--- src/rtl/conv_pe_sequencer.sv ---
// rtl/conv_pe_sequencer.sv - feeds im2col featuremap and kernel weights through one conv_pe
// and stores every flagged result; a zero priming beat precedes the first window.
module conv_pe_sequencer #(
  parameter int KERNEL_SIZE = 9,
  parameter int ADDR_W      = 10,
  parameter int CNT_W       = 10
) (
  input  logic              clk,
  input  logic              reset,
  input  logic              go,
  input  logic [CNT_W-1:0]  num_windows,
  input  logic [ADDR_W-1:0] fm_base,
  input  logic [15:0]       bias_in,
  output logic              busy,
  output logic              done,
  output logic [ADDR_W-1:0] fm_addr,
  input  logic [15:0]       fm_rdata,
  output logic [ADDR_W-1:0] wt_addr,
  input  logic [15:0]       wt_rdata,
  output logic              pe_start,
  output logic              pe_ready_in,
  output logic [15:0]       pe_fmap,
  output logic [15:0]       pe_weight,
  output logic [15:0]       pe_bias,
  input  logic [15:0]       pe_result,
  input  logic              pe_flag,
  output logic              res_we,
  output logic [ADDR_W-1:0] res_addr,
  output logic [15:0]       res_wdata
);
  typedef enum logic [2:0] {IDLE, PRIME, STREAM, DRAIN, DONE} state_t;

  localparam logic [ADDR_W-1:0] WT_LAST = ADDR_W'(KERNEL_SIZE - 1);

  state_t            state_q, state_d;
  logic [CNT_W-1:0]  num_q, win_q;
  logic [ADDR_W-1:0] fm_addr_q, wt_addr_q, res_cnt_q;
  logic [15:0]       bias_q;
  logic              accept, beat, win_end, last_beat, capture;

  assign accept    = (state_q == IDLE) && go;
  assign beat      = (state_q == PRIME) || (state_q == STREAM);
  // On a window's last data beat the issued weight address has already wrapped to tap 0.
  assign win_end   = (state_q == STREAM) && (wt_addr_q == '0);
  assign last_beat = win_end && (win_q == num_q - CNT_W'(1));
  assign capture   = pe_flag && ((state_q == STREAM) || (state_q == DRAIN));

  always_comb begin
    state_d     = state_q;
    busy        = 1'b0;
    done        = 1'b0;
    pe_start    = 1'b0;
    pe_ready_in = 1'b0;
    pe_fmap     = '0;
    pe_weight   = '0;
    case (state_q)
      IDLE: begin
        if (go) state_d = (num_windows != '0) ? PRIME : DONE;
      end
      PRIME: begin
        busy        = 1'b1;
        pe_start    = 1'b1;
        pe_ready_in = 1'b1;
        state_d     = STREAM;
      end
      STREAM: begin
        busy        = 1'b1;
        pe_start    = 1'b1;
        pe_ready_in = 1'b1;
        pe_fmap     = fm_rdata;
        pe_weight   = wt_rdata;
        if (last_beat) state_d = DRAIN;
      end
      DRAIN: begin
        busy        = 1'b1;
        pe_start    = 1'b1;
        pe_ready_in = 1'b1;
        state_d     = DONE;
      end
      DONE: begin
        done    = 1'b1;
        state_d = IDLE;
      end
      default: state_d = IDLE;
    endcase
  end

  always_ff @(posedge clk or posedge reset) begin
    if (reset) begin
      state_q   <= IDLE;
      num_q     <= '0;
      win_q     <= '0;
      fm_addr_q <= '0;
      wt_addr_q <= '0;
      res_cnt_q <= '0;
      bias_q    <= '0;
    end else begin
      state_q <= state_d;
      if (accept) begin
        num_q     <= num_windows;
        bias_q    <= bias_in;
        fm_addr_q <= fm_base;
        wt_addr_q <= '0;
        win_q     <= '0;
        res_cnt_q <= '0;
      end else begin
        if (beat) begin
          fm_addr_q <= fm_addr_q + ADDR_W'(1);
          wt_addr_q <= (wt_addr_q == WT_LAST) ? '0 : wt_addr_q + ADDR_W'(1);
          if (win_end) win_q <= win_q + CNT_W'(1);
        end
        if (capture) res_cnt_q <= res_cnt_q + ADDR_W'(1);
      end
    end
  end

  assign fm_addr   = fm_addr_q;
  assign wt_addr   = wt_addr_q;
  assign pe_bias   = bias_q;
  assign res_we    = capture;
  assign res_addr  = res_cnt_q;
  assign res_wdata = capture ? pe_result : '0;

endmodule

--- config.mk ---
export PLATFORM = sky130hd
export DESIGN_NAME = conv_pe_sequencer
export DESIGN_NICKNAME = d
export VERILOG_FILES = /design/src/rtl/conv_pe_sequencer.sv
export SDC_FILE = /design/constraint.sdc
export NUM_CORES = 1
export LEC_CHECK = 0
export BUFFER_PORTS_ARGS = -buffer_cell sky130_fd_sc_hd__buf_2
export CAP_MARGIN = 30
export CORE_ASPECT_RATIO = 2
export CORE_MARGIN = 8
export CORE_UTILIZATION = 40
export CTS_CLUSTER_SIZE = 24
export DETAILED_ROUTE_END_ITERATION = 10
export HOLD_SLACK_MARGIN = 0.02
export MAX_ROUTING_LAYER = met4
export PLACE_DENSITY = 0.74
export SYNTH_ARGS = -nofsm -noshare
export SYNTH_HDL_FRONTEND = slang
export SYNTH_SLANG_ARGS = --single-unit
--- constraint.sdc ---
create_clock -name clk -period 2 [get_ports clk]
set_input_delay 0.4 -clock clk [delete_from_list [all_inputs] [get_ports clk]]
set_output_delay 0.4 -clock clk [all_outputs]
set_load 0.02 [all_outputs]
==> flow_summary.json <==
{
  "clk_pin_slew_ns": 0.06,
  "worst_slew_pin_slew_ns": 0.5337,
  "dr.pass1.iters": 4,
  "root_buffer": "clkbuf_16",
  "avgSynthCellArea_um2": 8.758,
  "fmax_mhz": 507.1,
  "avgViaCountPerCell": 5.203,
  "globalRouteTotalUtil_pct": 17.81,
  "grt_overflow": 0,
  "rsz0062_at_grt": "true",
  "placed_area_um2": 4985,
  "p_per_area_nw_per_um2": 1507,
  "fin_crit_sh_pct": 98.61,
  "synth_fp_nets": 536,
  "chipWidth_um": 85.57,
  "ys_ff_latch": 69,
  "maxSlewHeadroom_pct": 64.34,
  "grt_pass1_wl_mm": 18.69,
  "drc": 0,
  "postRouteWirelength_mm": 11.69,
  "ys_seq_area_share_pct": 44.60,
  "setup_tns_ns": 0,
  "ys_types": 44,
  "dp_hpwl_mm": 8.776,
  "synth_top_area_share_pct": 44.60,
  "vias": 3902,
  "globalRoute.busiestLayer": "met2",
  "numPortBuffers": 186,
  "crit_buf_inv": 2,
  "fin_area_um2": 5431,
  "cts_tree": "built",
  "dieArea_um2": 13270,
  "synth_area_leaders": "dfrtp_1 (45%), nand2_1 (9.6%), and2_1 (8.1%), xor2_1 (5.9%), nor2_1 (3.5%)",
  "final_antenna_net_count": 0,
  "worstSetupStartpointType": "register",
  "cp.arrival_ns": 1.57,
  "clkLatencyLatePin_ns": 0.33,
  "crit_required_ns": 1.60,
  "p_leak_nw": 2.867,
  "initial_core_util_pct": 40.44,
  "met1_usage_pct": 20.49,
  "vdd_drop_max_v": 0.001066,
  "finalMaxSlewViolations": 0,
  "grt_use_met3_pct": 6.498,
  "synth_area_um2": 3871,
  "ys.warnings.count": 0,
  "placementRows": 51,
  "critPathKind": "register to output port",
  "hold_viol_final": 0,
  "path_delay_family": "flip-flops",
  "syn_to_final_growth_pct": 40.30,
  "status": "complete, no violations",
  "critPathMaxStageDelay_ns": 0.44,
  "synth_cells": 442,
  "cts_buffers": 9,
  "final_nets": 733,
  "layout-drive-gt1-share_pct": 37.27,
  "maxCapViolations": 0,
  "synth_edf_count": 0,
  "slowest_stage": "dfrtp_2",
  "period_minus_slack_ns": 1.972,
  "path_max_fanout": 16,
  "hp-class": "input port to register",
  "die_y_um": 155.1,
  "setup_viol": 0,
  "cts_max_level": 3,
  "routedWlPerCell_um": 15.58,
  "place_congestion": 0.8888,
  "grtUsageMet2_pct": 28.01,
  "core-area_um2": 9572,
  "clk_path_buf_depth": 2,
  "io-pin-count": 187,
  "worstPathCellList": "nor3b_4, clkbuf_16, and2_1, buf_2",
  "endpoint_kind": "output port",
  "grt_pass1_vias": 3868,
  "drt_first_iter_violations": 196,
  "ys_dominant_reg_cell": "dfrtp_1",
  "finClkSkew_ns": 0.005790,
  "antenna_found_initial": 0,
  "cts_sinks": 69,
  "grt_max_degree": 39,
  "synth.largest_area_cell": "dfrtp_1",
  "antenna_cells": 0,
  "async_flop_share_pct": 100.0
}
-- stage by stage --
| stage | util [%] | hold slack (ns) | setup WS, ns | instances | power (mW) |
|---|---|---|---|---|---|
| after floorplan | - | 0.4668 | 0.07293 | 442 | 4.925 |
| after global placement | 52.08 | 0.3808 | 0.1824 | 728 | 6.165 |
| after detailed placement | 52.08 | 0.3817 | 0.1191 | 728 | 6.249 |
| after CTS | 55.82 | 0.2414 | 0.008146 | 746 | 8.081 |
| after global routing | 56.75 | 0.2584 | -0.05138 | 750 | 8.763 |
| final | 56.75 | 0.2519 | 0.02789 | 750 | 8.185 |
-- layout by cell type, fill, tap and decap left out, types with 2 or more instances in the layout --
master	Yosys	routed
a211oi_1	5	5
a21oi_1	12	12
and2_1	50	50
and3_1	5	5
and4_1	4	4
buf_12	0	2
buf_2	5	173
buf_4	5	32
bufinv_16	0	2
clkbuf_16	0	10
clkbuf_8	0	2
clkinv_2	0	2
dfrtp_1	69	66
dfrtp_2	0	3
ha_1	6	6
inv_1	7	6
mux2i_1	4	4
nand2_1	99	99
nand2b_1	4	4
nand3_1	11	11
nand3_2	2	2
nand4_1	11	11
nand4b_1	2	2
nor2_1	36	36
nor3_1	7	6
nor4_1	2	2
o211ai_1	2	2
o21ai_0	16	16
o22ai_1	2	2
or3_1	5	5
or4_1	2	2
xnor2_1	13	13
xor2_1	26	26
-- final timing paths --
check                                       startpoint                       to  slack [ns]  cells past startpoint
worst max-delay path            state_q[0]$_DFFE_PP0P_             pe_weight[3]        0.03                      4
worst min-delay path                        bias_in[6]   pe_bias[6]$_DFFE_PP0P_        0.25                      3
worst max register to register  wt_addr[0]$_DFFE_PP0P_     win_q[5]$_DFFE_PP0P_        0.17                      8
worst min register to register  pe_bias[6]$_DFFE_PP0P_   pe_bias[6]$_DFFE_PP0P_        0.47                      2
max in group asynchronous                        reset   state_q[0]$_DFFE_PP0P_        0.94                      4
min in group asynchronous                        reset  res_addr[6]$_DFFE_PP0P_        0.57                      3
-- flip-flops by register name (all words and copies together), names as in the netlist --
name,cells
fm_addr,10
num_q,10
win_q,10
res_addr,10
wt_addr,10
pe_bias,16
state_q,3
-- cells by family after synthesis --
| kind of cell | count (synthesis) | synth area share [%] |
|---|---|---|
| compound gates | 42 | 6.529 |
| xor+xnor | 39 | 8.824 |
| fa+ha+maj | 6 | 1.939 |
| buf+inv | 32 | 3.943 |
| flops | 69 | 44.60 |
| mux | 4 | 1.034 |
| simple gates | 250 | 33.13 |
-- worst min-delay path, stage by stage --
cell and delay, ns:
buf_2 0.07, nand2_1 0.04, nand2_1 0.04
-- repair_timing --
item,in CTS,in global routing
hold buffers,1,0
cloned,0,1
hold endpoints to repair,4,0
setup endpoints to repair,48,58
resized for setup,6,15
pin swaps,0,1
buffers inserted,1,3
-- report_power, final --
part           leakage, nW  switching [mW]  internal [mW]
combinational         1.82            2.46           1.66
sequential           0.883           0.459           1.86
clock                0.163           0.589           1.16
total                 2.87            3.51           4.68
-- final cells by class --
cell class	count	area, um2
inverter	7	30.03
multi-input combinational	341	2004
clock inverter	4	70.07
clock buffer	12	256.5
fill	871	4140
tap	106	132.6
sequential	69	1730
timing repair buffer	211	1207
-- per-layer routing --
layer / part of all wire, % / vias up
met1: 41 / 1828
met3: 9.7 / 16
met5: 0 / -
met4: 1.5 / 0
li1: - / 1862
met2: 48 / 196
-- Yosys cell counts, types with 5 or more instances --
library cell   n
and3_1         5
o21ai_0       16
a211oi_1       5
inv_1          7
xnor2_1       13
and2_1        50
or3_1          5
nor2_1        36
nand3_1       11
a21oi_1       12
ha_1           6
clkbuf_1      10
nand4_1       11
nand2_1       99
xor2_1        26
dfrtp_1       69
buf_2          5
buf_4          5
nor3_1         7
(Power assumes the default switching activity.)
